==> src/rtl/sn_to_bn.sv <==
// ---------------------------------------------------------------------------
// sn_to_bn -- stochastic-number to binary-number converter.
//
// Counts the 1-bits of LANES parallel stochastic bit streams over one
// conversion window and presents the per-lane counts plus the window
// length with a valid/ready handshake.
//
// A window opens on a start pulse in IDLE. Qualified bits (i_isgen=1) are
// accumulated until either WIN_LEN samples have been taken or the
// qualifier drops after at least one sample. The result is then held
// until the consumer takes it (i_ready) or the window is aborted
// (i_stop_sn2bn).
//
// Parameters:
//   LANES    number of stochastic lanes decoded in parallel
//   WIN_LEN  maximum number of qualified bits per window
//   CNT_W    width of every count; 2**CNT_W must exceed WIN_LEN
//
// Ports:
//   i_clk_sn2bn    clock, rising edge
//   i_rst_sn2bn    asynchronous active-low reset
//   i_start_sn2bn  single-cycle pulse, opens a window (IDLE only)
//   i_stop_sn2bn   abort; discards the window or the held result
//   i_isgen        qualifier for i_sn_bit
//   i_sn_bit       one stochastic bit per lane
//   i_ready        downstream accepts the held result
//   o_busy         high while accumulating or holding a result
//   o_valid        high while a result is held
//   o_bn           per-lane count of 1-bits (lane n in o_bn[n])
//   o_len          number of qualified bits in the window
// ---------------------------------------------------------------------------
module sn_to_bn #(
  parameter int LANES   = 4,
  parameter int WIN_LEN = 16,
  parameter int CNT_W   = 5
) (
  input  logic                         i_clk_sn2bn,
  input  logic                         i_rst_sn2bn,
  input  logic                         i_start_sn2bn,
  input  logic                         i_stop_sn2bn,
  input  logic                         i_isgen,
  input  logic [LANES-1:0]             i_sn_bit,
  input  logic                         i_ready,
  output logic                         o_busy,
  output logic                         o_valid,
  output logic [LANES-1:0][CNT_W-1:0]  o_bn,
  output logic [CNT_W-1:0]             o_len
);

  localparam logic [CNT_W-1:0] WIN_LEN_C = CNT_W'(WIN_LEN);
  localparam logic [CNT_W-1:0] ONE_C     = CNT_W'(1);

  typedef enum logic [1:0] {
    ST_IDLE = 2'd0,
    ST_ACC  = 2'd1,
    ST_HOLD = 2'd2
  } state_t;

  state_t                       state_reg, state_next;
  logic [LANES-1:0][CNT_W-1:0]  lane_cnt_reg, lane_cnt_next;
  logic [LANES-1:0][CNT_W-1:0]  lane_sum;
  logic [CNT_W-1:0]             len_reg, len_next, len_inc;
  logic [LANES-1:0][CNT_W-1:0]  bn_reg, bn_next;
  logic [CNT_W-1:0]             olen_reg, olen_next;

  // Per-lane count including the bit presented this cycle; used both for
  // accumulation and for the final load when the window fills up, so the
  // completing sample is never lost.
  genvar gi;
  generate
    for (gi = 0; gi < LANES; gi++) begin : g_lane
      assign lane_sum[gi] = lane_cnt_reg[gi] + {{(CNT_W-1){1'b0}}, i_sn_bit[gi]};
    end
  endgenerate

  assign len_inc = len_reg + ONE_C;

  always_comb begin
    state_next    = state_reg;
    lane_cnt_next = lane_cnt_reg;
    len_next      = len_reg;
    bn_next       = bn_reg;
    olen_next     = olen_reg;

    case (state_reg)
      ST_IDLE: begin
        // Stop has priority over a simultaneous start.
        if (i_start_sn2bn && !i_stop_sn2bn) begin
          lane_cnt_next = '0;
          len_next      = '0;
          state_next    = ST_ACC;
        end
      end

      ST_ACC: begin
        if (i_stop_sn2bn) begin
          // Abort wins even over a completing sample; partial counts are
          // simply left behind and cleared by the next start.
          state_next = ST_IDLE;
        end else if (i_isgen) begin
          lane_cnt_next = lane_sum;
          len_next      = len_inc;
          if (len_inc == WIN_LEN_C) begin
            bn_next    = lane_sum;
            olen_next  = len_inc;
            state_next = ST_HOLD;
          end
        end else if (len_reg != '0) begin
          // Qualifier dropped after at least one sample: early end.
          // A drop before the first sample is upstream latency and waits.
          bn_next    = lane_cnt_reg;
          olen_next  = len_reg;
          state_next = ST_HOLD;
        end
      end

      ST_HOLD: begin
        if (i_ready || i_stop_sn2bn) begin
          state_next = ST_IDLE;
        end
      end

      default: begin
        state_next = ST_IDLE;
      end
    endcase
  end

  always_ff @(posedge i_clk_sn2bn or negedge i_rst_sn2bn) begin
    if (!i_rst_sn2bn) begin
      state_reg    <= ST_IDLE;
      lane_cnt_reg <= '0;
      len_reg      <= '0;
      bn_reg       <= '0;
      olen_reg     <= '0;
    end else begin
      state_reg    <= state_next;
      lane_cnt_reg <= lane_cnt_next;
      len_reg      <= len_next;
      bn_reg       <= bn_next;
      olen_reg     <= olen_next;
    end
  end

  // Status decodes straight from the state register; the odd encoding
  // reads as idle.
  assign o_busy  = (state_reg == ST_ACC) || (state_reg == ST_HOLD);
  assign o_valid = (state_reg == ST_HOLD);
  assign o_bn    = bn_reg;
  assign o_len   = olen_reg;

endmodule

==> config.mk <==
export PLATFORM = sky130hd
export DESIGN_NAME = sn_to_bn
export DESIGN_NICKNAME = d
export VERILOG_FILES = /design/src/rtl/sn_to_bn.sv
export SDC_FILE = /design/constraint.sdc
export NUM_CORES = 1
export LEC_CHECK = 0
export ABC_CLOCK_PERIOD_IN_PS = 2660
export CORE_UTILIZATION = 47
export CTS_CLUSTER_SIZE = 8
export DETAILED_ROUTE_END_ITERATION = 16
export PLACE_DENSITY = 0.72
export REMOVE_ABC_BUFFERS = 1
export SLEW_MARGIN = 0
export SYNTH_ARGS = -nofsm -noshare
export SYNTH_HDL_FRONTEND = slang
export SYNTH_SLANG_ARGS = --single-unit
==> constraint.sdc <==
create_clock -name i_clk_sn2bn -period 2.66 [get_ports i_clk_sn2bn]
set_clock_uncertainty 0.1 [all_clocks]
set_input_delay 0.266 -clock i_clk_sn2bn [delete_from_list [all_inputs] [get_ports i_clk_sn2bn]]
set_output_delay 0.266 -clock i_clk_sn2bn [all_outputs]
set_load 0.005 [all_outputs]
==> results of run 1 <==
-- layer usage --
metal,vias up,global-route usage
li1,999,-
met1,989,0.269
met2,49,0.293
met3,7,0.0420
met4,0,0.0500
met5,-,0
-- metrics by stage --
step | instances | utilization | total power (W) | cell area [um^2]
after global placement | 365 | 0.555 | 0.00198 | 3310
final | 375 | 0.574 | 0.00249 | 3420
after CTS | 374 | 0.572 | 0.00250 | 3410
after floorplan | 248 | - | 0.00162 | 2810
after global routing | 375 | 0.574 | 0.00267 | 3420
after detailed placement | 365 | 0.555 | 0.00201 | 3310
-- synth_stat cells, drive strengths merged --
cell    count
and2        8
o31ai       8
a21oi       1
nand2      27
inv         6
xnor2      16
xor2        1
buf        11
a22oi       1
clkbuf      5
nand3      11
o41ai       1
nor2        8
a211oi      1
nor4b       1
mux2i       1
ha         13
nand2b      6
o21ai      33
a211o       1
or2         3
dfrtp      52
a31o        1
mux2       34
nand4      11
nor2b       1
a22o        2
-- final cells by class --
| type | instances | area, um^2 | area share |
|---|---|---|---|
| clock buffers | 7 | 86.3 | 0.0253 |
| clock inverters | 1 | 7.51 | 0.00220 |
| inverters | 6 | 22.5 | 0.00659 |
| multi-input cells | 191 | 1500 | 0.438 |
| flip-flops and latches | 52 | 1300 | 0.381 |
| well taps | 75 | 93.8 | 0.0275 |
| repair buffers | 43 | 410 | 0.120 |
-- worst max-delay path by stage --
| stage | start | endpoint | slack [ps] | cells after the start |
|---|---|---|---|---|
| 2_1_floorplan | state_reg[1] | lane_cnt_reg[14] | 140 | 6 |
| 3_3_place_gp | len_reg[0] | o_len[0] | 220 | 6 |
| 3_5_place_dp | len_reg[0] | o_len[0] | 120 | 6 |
| 4_1_cts | len_reg[0] | o_len[0] | 80 | 6 |
| 5_1_grt | len_reg[0] | o_len[4] | 20 | 6 |
| 6_report | len_reg[0] | o_len[4] | 180 | 6 |
-- kinds of logic after synthesis --
group	Yosys count
AO/OA/AOI/OAI	49
buffers and inverters	22
XOR/XNOR	17
flip-flops	52
AND/OR/NAND/NOR	76
adder cells (fa/ha/maj)	13
multiplexers	35
-- cell usage in the layout (no fill, tap or decap), types with 2 or more instances in the layout --
cell type and n:
nor2_1 8, mux2_4 20, buf_4 6, a22o_1 2, nand3_1 11, or2_2 2, and2_1 8, o21ai_1 29
mux2_2 8, clkdlybuf4s50_1 35, xnor2_1 16, mux2_1 6, clkbuf_8 6, nand4_1 11, inv_1 6, nand2b_1 6
o31ai_2 4, o21ai_0 3, ha_1 13, nand2_1 27, o31ai_1 4, dfrtp_1 52
-- power groups by stage --
| stage | combinational (W) | clock [W] | sequential [W] |
|---|---|---|---|
| 2_1_floorplan | 0.000582 | 0 | 0.00104 |
| 3_3_place_gp | 0.000923 | 0 | 0.00105 |
| 3_5_place_dp | 0.000955 | 0 | 0.00105 |
| 4_1_cts | 0.000959 | 0.000501 | 0.00104 |
| 5_1_grt | 0.00107 | 0.000528 | 0.00107 |
| 6_report | 0.000956 | 0.000486 | 0.00104 |
-- critical path, delay by kind of cell (launching register included) --
family | cells | cell delay [ps]
adders and majority gates | 1 | 140
buffers and inverters | 1 | 90
AOI/OAI and AO/OA | 1 | 830
muxes | 1 | 350
DFF | 1 | 480
and+or+nand+nor | 2 | 370
-- timing repair --
| action | in CTS | in global routing |
|---|---|---|
| setup buffers | 0 | 0 |
| hold buffers | 1 | 0 |
| endpoints found under the setup margin | 0 | 21 |
| endpoints found under the hold margin | 29 | 0 |
==> results.sh, run 1 <==
export IMPL_path_cells="inv_1, ha_1, nor4b_2, nor2_1, o21ai_2, mux2_4"
export IMPL_start_kind="flip-flop"
export IMPL_setup_viol=0
export IMPL_dieWidth_um=80.7
export IMPL_syn_area_per_cell_um2=11.0
export IMPL_detail_route_antenna_nets=0
export IMPL_synth_area_leaders="dfrtp_1 (45%), mux2_4 (10%), ha_1 (5.6%), o21ai_1 (5.0%), xnor2_1 (4.8%)"
export IMPL_synth_seq_cells=52
export IMPL_drive_above_1_share=0.173
export IMPL_cp_end_kind="flip-flop"
export IMPL_status="finished, final reports clean"
export IMPL_clock_sinks=52
export IMPL_htree_levels=2
export IMPL_pwr_share_seq=0.420
export IMPL_antenna_found_initial=0
export IMPL_fin_tns_setup_ps=0
export IMPL_power_density_nw_per_um2=727
export IMPL_cp_arrival_ps=2580
export IMPL_grt_max_degree=53
export IMPL_num_antenna_cells=0
export IMPL_clock_path_buffers=2
export IMPL_grt_overflow_total=0
export IMPL_cts_clk_slew_worst_paths_ps=100
export IMPL_routed_via_density=5.45
export IMPL_nFillCells=539
export IMPL_clkLatencyLatePin_ps=310
export IMPL_area_delta_synth_final_pct=17.6
export IMPL_worst_hold_startpoint="o_bn[3]"
export IMPL_combPwrFrac=0.384
export IMPL_p_leak_nw=1.52
export IMPL_post_route_drc_count=0
export IMPL_initialDrtViolationCount=147
export IMPL_cp_slowest_cell="o21ai_2"
export IMPL_clkPwrFrac=0.195
export IMPL_routed_wl_mm=5.76
export IMPL_grt_pass1_vias=1985
export IMPL_place_gp_congestion=0.800
export IMPL_whs_ps=397
export IMPL_setup_ws_ps=181
export IMPL_ys_seq_area_frac=0.448
export IMPL_dpl_hpwl_mm=3.70
export IMPL_grt_pass1_wl_mm=9.58
export IMPL_criticalPathCategory="reg2reg"
export IMPL_finalCritPeriodShare=0.932
export IMPL_slowest_delay_ps=830
export IMPL_power_switching_w=0.000862
export IMPL_fin_crit_ps=2480
export IMPL_tightestPinTransition_ps=1050
export IMPL_synth_area_leader_cell="dfrtp_1"
export IMPL_drtPass1Iterations=4
export IMPL_synth_top_family_by_area="multiplexers"
export IMPL_vias=2044
export IMPL_sw_frac_of_total=0.347
export IMPL_maxUsedRoutingLayer="met4"
export IMPL_yosys_warnings=0
export IMPL_slew_headroom=0.303
export IMPL_synthSimpleGateAreaFrac=0.132
export IMPL_synth_xor_area_frac=0.0512
export IMPL_routedWlPerCell_um=15.4
export IMPL_max_cap_violations=0
export IMPL_start_util=0.488
export IMPL_reg2regPathDepth=6
export IMPL_critPathMaxFanout=12
export IMPL_critPathRequiredTime_ps=2760
export IMPL_dr_wl_met3_um=238
export IMPL_synth_distinct_cells=35
export IMPL_fmax_mhz=403
export IMPL_cts_buffers=5
export IMPL_pre_cts_ws_ps=122
export IMPL_netlist_area_um2=2910
export IMPL_cts_tree="yes"
export IMPL_synth_adder_area_share=0.0559
export IMPL_core_um2=5960
export IMPL_peakVddDrop_v=0.000437
export IMPL_hold_path_class="reg2reg"
export IMPL_post_cts_resized=0
export IMPL_timing_rr_end="o_len[4]"
export IMPL_layout_nets=322
export IMPL_synthMuxAreaShare=0.161
export IMPL_portBuffers=36
export IMPL_io_pins=37
export IMPL_synth_compound_area_frac=0.112
export IMPL_synth_top_area_frac=0.448
export IMPL_rsz0062_at_grt="false"
export IMPL_grt_util_all_layers=0.191
export IMPL_p_int_w=0.00162
export IMPL_hold_path_end="o_bn[3]"
export IMPL_die_h_um=80.7
export IMPL_wl_met2_mm=2.60
export IMPL_rows=28
export IMPL_worstHoldPathCells=1
export IMPL_cts_root_buf="clkbuf_8"
export IMPL_wl_met1_mm=2.86
export IMPL_reg2reg_setup_slack_ps=180
export IMPL_worstReg2RegStart="len_reg[0]"
export IMPL_synthCells=264
export IMPL_die_area_um2=6510
export IMPL_maxSlewViolCount=0
export IMPL_hold_viol=0
No activity file was read; power rests on OpenSTA's default activity.
==> run 2, diff against run 1 <==
--- a/config.mk
+++ b/config.mk
@@ -9,7 +9,8 @@
 export CORE_UTILIZATION = 47
 export CTS_CLUSTER_SIZE = 8
 export DETAILED_ROUTE_END_ITERATION = 16
-export PLACE_DENSITY = 0.72
+export PLACE_DENSITY_LB_ADDON = 0.12
+export RECOVER_POWER = 50
 export REMOVE_ABC_BUFFERS = 1
 export SLEW_MARGIN = 0
 export SYNTH_ARGS = -nofsm -noshare
==> run 2 against run 1 <==
  * Non-clock buffer count increased by 1
  * Die area unchanged
  * Via count decreased by 1.2%
  * Setup slack improved by 32 ps
  * Combinational power decreased by 1%
  * Sequential share of layout area decreased by 0.76 points
  * Cell count increased by 0.27%
  * Routed wire length decreased by 3.0%
  * Critical path type unchanged
  * Largest power group unchanged
==> results.sh, run 2 (synthesized netlist as in run 1, its figures left out) <==
export IMPL_rows=28
export IMPL_status="finished, final reports clean"
export IMPL_slew_headroom=0.137
export IMPL_detail_route_antenna_nets=0
export IMPL_hold_path_class="reg2reg"
export IMPL_core_um2=5960
export IMPL_clock_path_buffers=2
export IMPL_dieWidth_um=80.7
export IMPL_cts_tree="yes"
export IMPL_power_density_nw_per_um2=780
export IMPL_drive_above_1_share=0.179
export IMPL_criticalPathCategory="reg2reg"
export IMPL_vias=2019
export IMPL_routed_wl_mm=5.59
export IMPL_hold_viol=0
export IMPL_post_cts_resized=0
export IMPL_start_util=0.488
export IMPL_start_kind="flip-flop"
export IMPL_clkLatencyLatePin_ps=310
export IMPL_portBuffers=36
export IMPL_layout_nets=323
export IMPL_drtPass1Iterations=4
export IMPL_cts_clk_slew_worst_paths_ps=90
export IMPL_finalCritPeriodShare=0.920
export IMPL_die_area_um2=6510
export IMPL_grt_overflow_total=0
export IMPL_fin_crit_ps=2450
export IMPL_layout_common_cells="dfrtp_1 (52), o21ai_1 (29), nand2_1 (27)"
export IMPL_critPathRequiredTime_ps=2760
export IMPL_dpl_hpwl_mm=3.46
export IMPL_grt_pass1_wl_mm=9.34
export IMPL_fin_tns_setup_ps=0
export IMPL_antenna_found_initial=0
export IMPL_routedWlPerCell_um=14.9
export IMPL_rsz0062_at_grt="false"
export IMPL_grt_max_degree=53
export IMPL_num_antenna_cells=0
export IMPL_htree_levels=2
export IMPL_critPathMaxFanout=12
export IMPL_p_leak_nw=1.60
export IMPL_routed_via_density=5.37
export IMPL_peakVddDrop_v=0.000413
export IMPL_final_common_cell="dfrtp_1"
export IMPL_setup_viol=0
export IMPL_io_pins=37
export IMPL_grt_pass1_vias=1935
export IMPL_tightestPinTransition_ps=1290
export IMPL_area_delta_synth_final_pct=20.0
export IMPL_cp_end_kind="flip-flop"
export IMPL_initialDrtViolationCount=86
export IMPL_place_gp_congestion=0.795
export IMPL_grt_util_all_layers=0.189
export IMPL_cp_arrival_ps=2550
export IMPL_clock_sinks=52
export IMPL_fmax_mhz=409
export IMPL_die_h_um=80.7
export IMPL_maxSlewViolCount=0
export IMPL_max_cap_violations=0
export IMPL_final_util=0.586
export IMPL_post_route_drc_count=0
export IMPL_cts_buffers=5
export IMPL_cts_root_buf="clkbuf_8"
[run 2: changes by cell type in the layout (fill, tap and decap cells not counted)]
cell | previous run | this run
clkdlybuf4s50_1 | 35 | 22
dlygate4sd3_1 | 1 | 14
bufinv_16 | 0 | 3
clkbuf_1 | 1 | 0
clkbuf_2 | 0 | 1
clkbuf_8 | 6 | 5
clkinvlp_4 | 1 | 0
[run 2: final cells by class]
class                           count  area, um^2
Inverter                            6        22.5
Multi-Input combinational cell    191        1500
Fill cell                         526        2470
Clock buffer                        5        68.8
Timing Repair Buffer               44         415
Clock inverter                      3        90.1
Sequential cell                    52        1300
Tap cell                           75        93.8
[run 2: what timing repair did]
item | CTS | global route
hold buffers | 1 | 0
setup buffers | 0 | 0
hold endpoints to repair | 17 | 0
setup endpoints to repair | 0 | 23
[run 2: worst paths after layout]
| check | from | slack [ps] | cells after the start | endpoint |
|---|---|---|---|---|
| worst max-delay path | len_reg[0] | 210 | 6 | o_len[3] |
| worst min-delay path | o_bn[3] | 400 | 1 | o_bn[3] |
| worst max register to register | len_reg[0] | 210 | 6 | o_len[3] |
| worst min register to register | o_bn[3] | 400 | 1 | o_bn[3] |
| max in group asynchronous | i_rst_sn2bn | 930 | 3 | o_len[2] |
| min in group asynchronous | i_rst_sn2bn | 740 | 3 | lane_cnt_reg[11] |
[run 2: per-layer routing]
layer	global-route usage	wire length, um	up-vias
li1	-	-	1003
met1	0.264	2830	965
met2	0.296	2420	46
met3	0.0307	295	5
met4	0.0643	55	0
met5	0	0	-
[run 2: power by group]
part | internal [W] | switching [W]
Combinational | 0.000470 | 0.000472
Sequential | 0.000923 | 0.000111
Clock | 0.000470 | 0.000274
Total | 0.00186 | 0.000858
[run 2: per-stage QoR]
step	total power (W)	instances	worst slack (ps)	area, um^2	hold WS (ps)
after global placement	0.00198	366	168	3310	336
after global routing	0.00291	376	43.3	3490	420
after detailed placement	0.00200	366	99.6	3310	337
after CTS	0.00276	375	80.4	3480	407
after floorplan	0.00162	248	144	2810	-130
final	0.00272	376	213	3490	396
[run 2: worst max-delay path: stages, from the launching register on]
cell     delay, ps
dfrtp_1        490
inv_1          100
ha_1           130
nor4b_2        180
nor2_1         160
o21ai_2        820
mux2_4         350
==> run 3, diff against run 2 <==
--- a/config.mk
+++ b/config.mk
@@ -5,10 +5,11 @@
 export SDC_FILE = /design/constraint.sdc
 export NUM_CORES = 1
 export LEC_CHECK = 0
-export ABC_CLOCK_PERIOD_IN_PS = 2660
+export ABC_CLOCK_PERIOD_IN_PS = 2730
 export CORE_UTILIZATION = 47
 export CTS_CLUSTER_SIZE = 8
 export DETAILED_ROUTE_END_ITERATION = 16
+export MAX_ROUTING_LAYER = met4
 export PLACE_DENSITY_LB_ADDON = 0.12
 export RECOVER_POWER = 50
 export REMOVE_ABC_BUFFERS = 1
==> constraint.sdc (replaced) <==
create_clock -name i_clk_sn2bn -period 2.73 [get_ports i_clk_sn2bn]
set_clock_uncertainty 0.1 [all_clocks]
set_input_delay 0.273 -clock i_clk_sn2bn [delete_from_list [all_inputs] [get_ports i_clk_sn2bn]]
set_output_delay 0.273 -clock i_clk_sn2bn [all_outputs]
set_load 0.005 [all_outputs]
==> run 3 against run 2 <==
  * Utilization decreased by 0.15 points
  * Global-route usage grew 0.25 points
  * Register-to-register slack improved by 20 ps
  * Sequential share of layout area increased by 0.094 points
  * Via count shrank 0.84%
  * Die area stayed put
  * Combinational power is 3.8% lower
  * Setup slack improved by 16 ps
  * Count of clock-buffer cells in the layout unchanged
  * Routed wire length decreased by 4.6%
==> results.sh, run 3 (synthesized netlist as in run 1, its figures left out) <==
export IMPL_status="finished, final reports clean"
export IMPL_layout_nets=322
export IMPL_cts_root_buf="clkbuf_8"
export IMPL_cp_arrival_ps=2600
export IMPL_power_density_nw_per_um2=757
export IMPL_nFillCells=520
export IMPL_htree_levels=2
export IMPL_finalCritPeriodShare=0.916
export IMPL_regArea_um2=1300
export IMPL_cp_end_kind="flip-flop"
export IMPL_post_cts_resized=0
export IMPL_routed_via_density=5.34
export IMPL_start_util=0.488
export IMPL_place_gp_congestion=0.786
export IMPL_grt_busiest_layer="met2"
export IMPL_place_inst=366
export IMPL_peakVddDrop_v=0.000401
export IMPL_vias=2002
export IMPL_fmax_mhz=400
export IMPL_p_leak_nw=1.60
export IMPL_start_kind="flip-flop"
export IMPL_clock_path_buffers=2
export IMPL_critPathMaxFanout=25
export IMPL_critPathRequiredTime_ps=2830
export IMPL_rows=28
export IMPL_fin_tns_setup_ps=0
export IMPL_initialDrtViolationCount=127
export IMPL_whs_ps=392
export IMPL_hold_viol=0
export IMPL_tightestPinTransition_ps=1300
export IMPL_use_met3=0.0352
export IMPL_dieWidth_um=80.7
export IMPL_num_antenna_cells=0
export IMPL_cts_clk_slew_worst_paths_ps=100
export IMPL_grt_pass1_vias=1863
export IMPL_multiInputGateArea_um2=1490
export IMPL_final_common_cell="dfrtp_1"
export IMPL_drtPass1Iterations=4
export IMPL_cts_hold_buf=1
export IMPL_grtUsageMet1=0.265
export IMPL_stdcell_count=375
export IMPL_detail_route_antenna_nets=0
export IMPL_grt_overflow_total=0
export IMPL_maxSlewViolCount=0
export IMPL_slew_headroom=0.132
export IMPL_cts_buffers=5
export IMPL_core_um2=5960
export IMPL_grt_pass1_wl_mm=9.16
export IMPL_dpl_hpwl_mm=3.47
export IMPL_rsz0062_at_grt="false"
export IMPL_antenna_found_initial=0
export IMPL_cts_tree="yes"
export IMPL_io_pins=37
export IMPL_max_cap_violations=0
export IMPL_clkLatencyLatePin_ps=310
export IMPL_portBuffers=36
export IMPL_routed_wl_mm=5.33
export IMPL_met2_usage=0.282
export IMPL_setup_viol=0
export IMPL_area_delta_synth_final_pct=19.7
export IMPL_layout_common_cells="dfrtp_1 (52), o21ai_1 (29), nand2_1 (27)"
export IMPL_routedWlPerCell_um=14.2
export IMPL_cts_setup_buffers=0
export IMPL_hold_path_class="reg2reg"
export IMPL_fin_crit_ps=2500
export IMPL_grt_max_degree=53
export IMPL_criticalPathCategory="reg2reg"
export IMPL_clock_sinks=52
export IMPL_die_h_um=80.7
export IMPL_drive_above_1_share=0.177
export IMPL_post_route_drc_count=0
export IMPL_grt_util_all_layers=0.192
export IMPL_die_area_um2=6510
run 3: stage by stage:
stage | util | setup WS (ps) | instance area (um^2) | total power (W)
6_report | 0.584 | 229 | 3480 | 0.00264
5_1_grt | 0.584 | 17.4 | 3480 | 0.00282
4_1_cts | 0.585 | 142 | 3480 | 0.00269
3_5_place_dp | 0.556 | 160 | 3310 | 0.00195
3_3_place_gp | 0.556 | 229 | 3310 | 0.00193
2_1_floorplan | - | 214 | 2810 | 0.00158
run 3: metal layers:
metal,vias up,share of wire
li1,992,-
met1,975,0.51
met2,29,0.44
met3,6,0.031
met4,0,0.013
met5,-,0
run 3: layout make-up:
cell class,count,share of cell area
multi-input cells,190,0.428
flip-flops and latches,52,0.374
repair buffers,44,0.119
well taps,75,0.0270
clock inverters,3,0.0259
clock buffers,5,0.0198
inverters,6,0.00647
run 3: worst paths after layout:
kind	start	end	slack [ps]	cells past startpoint
setup / recovery	len_reg[0]	o_len[0]	230	6
hold reg to reg	o_bn[2]	o_bn[2]	390	1
setup reg to reg	len_reg[0]	o_len[0]	230	6
min in group asynchronous	i_rst_sn2bn	o_bn[12]	760	3
hold / removal	o_bn[2]	o_bn[2]	390	1
max in group asynchronous	i_rst_sn2bn	lane_cnt_reg[12]	990	3
run 3: where the power goes:
group	internal (W)	switching, W
Combinational	0.000461	0.000445
Clock	0.000458	0.000262
Sequential	0.000899	0.000110
Total	0.00182	0.000817
run 3: critical path, cell delays in order, from the launching register on:
cell	delay (ps)
dfrtp_1	490
inv_1	100
ha_1	140
nor4b_2	180
nor2_1	130
o21ai_4	860
mux2_1	400
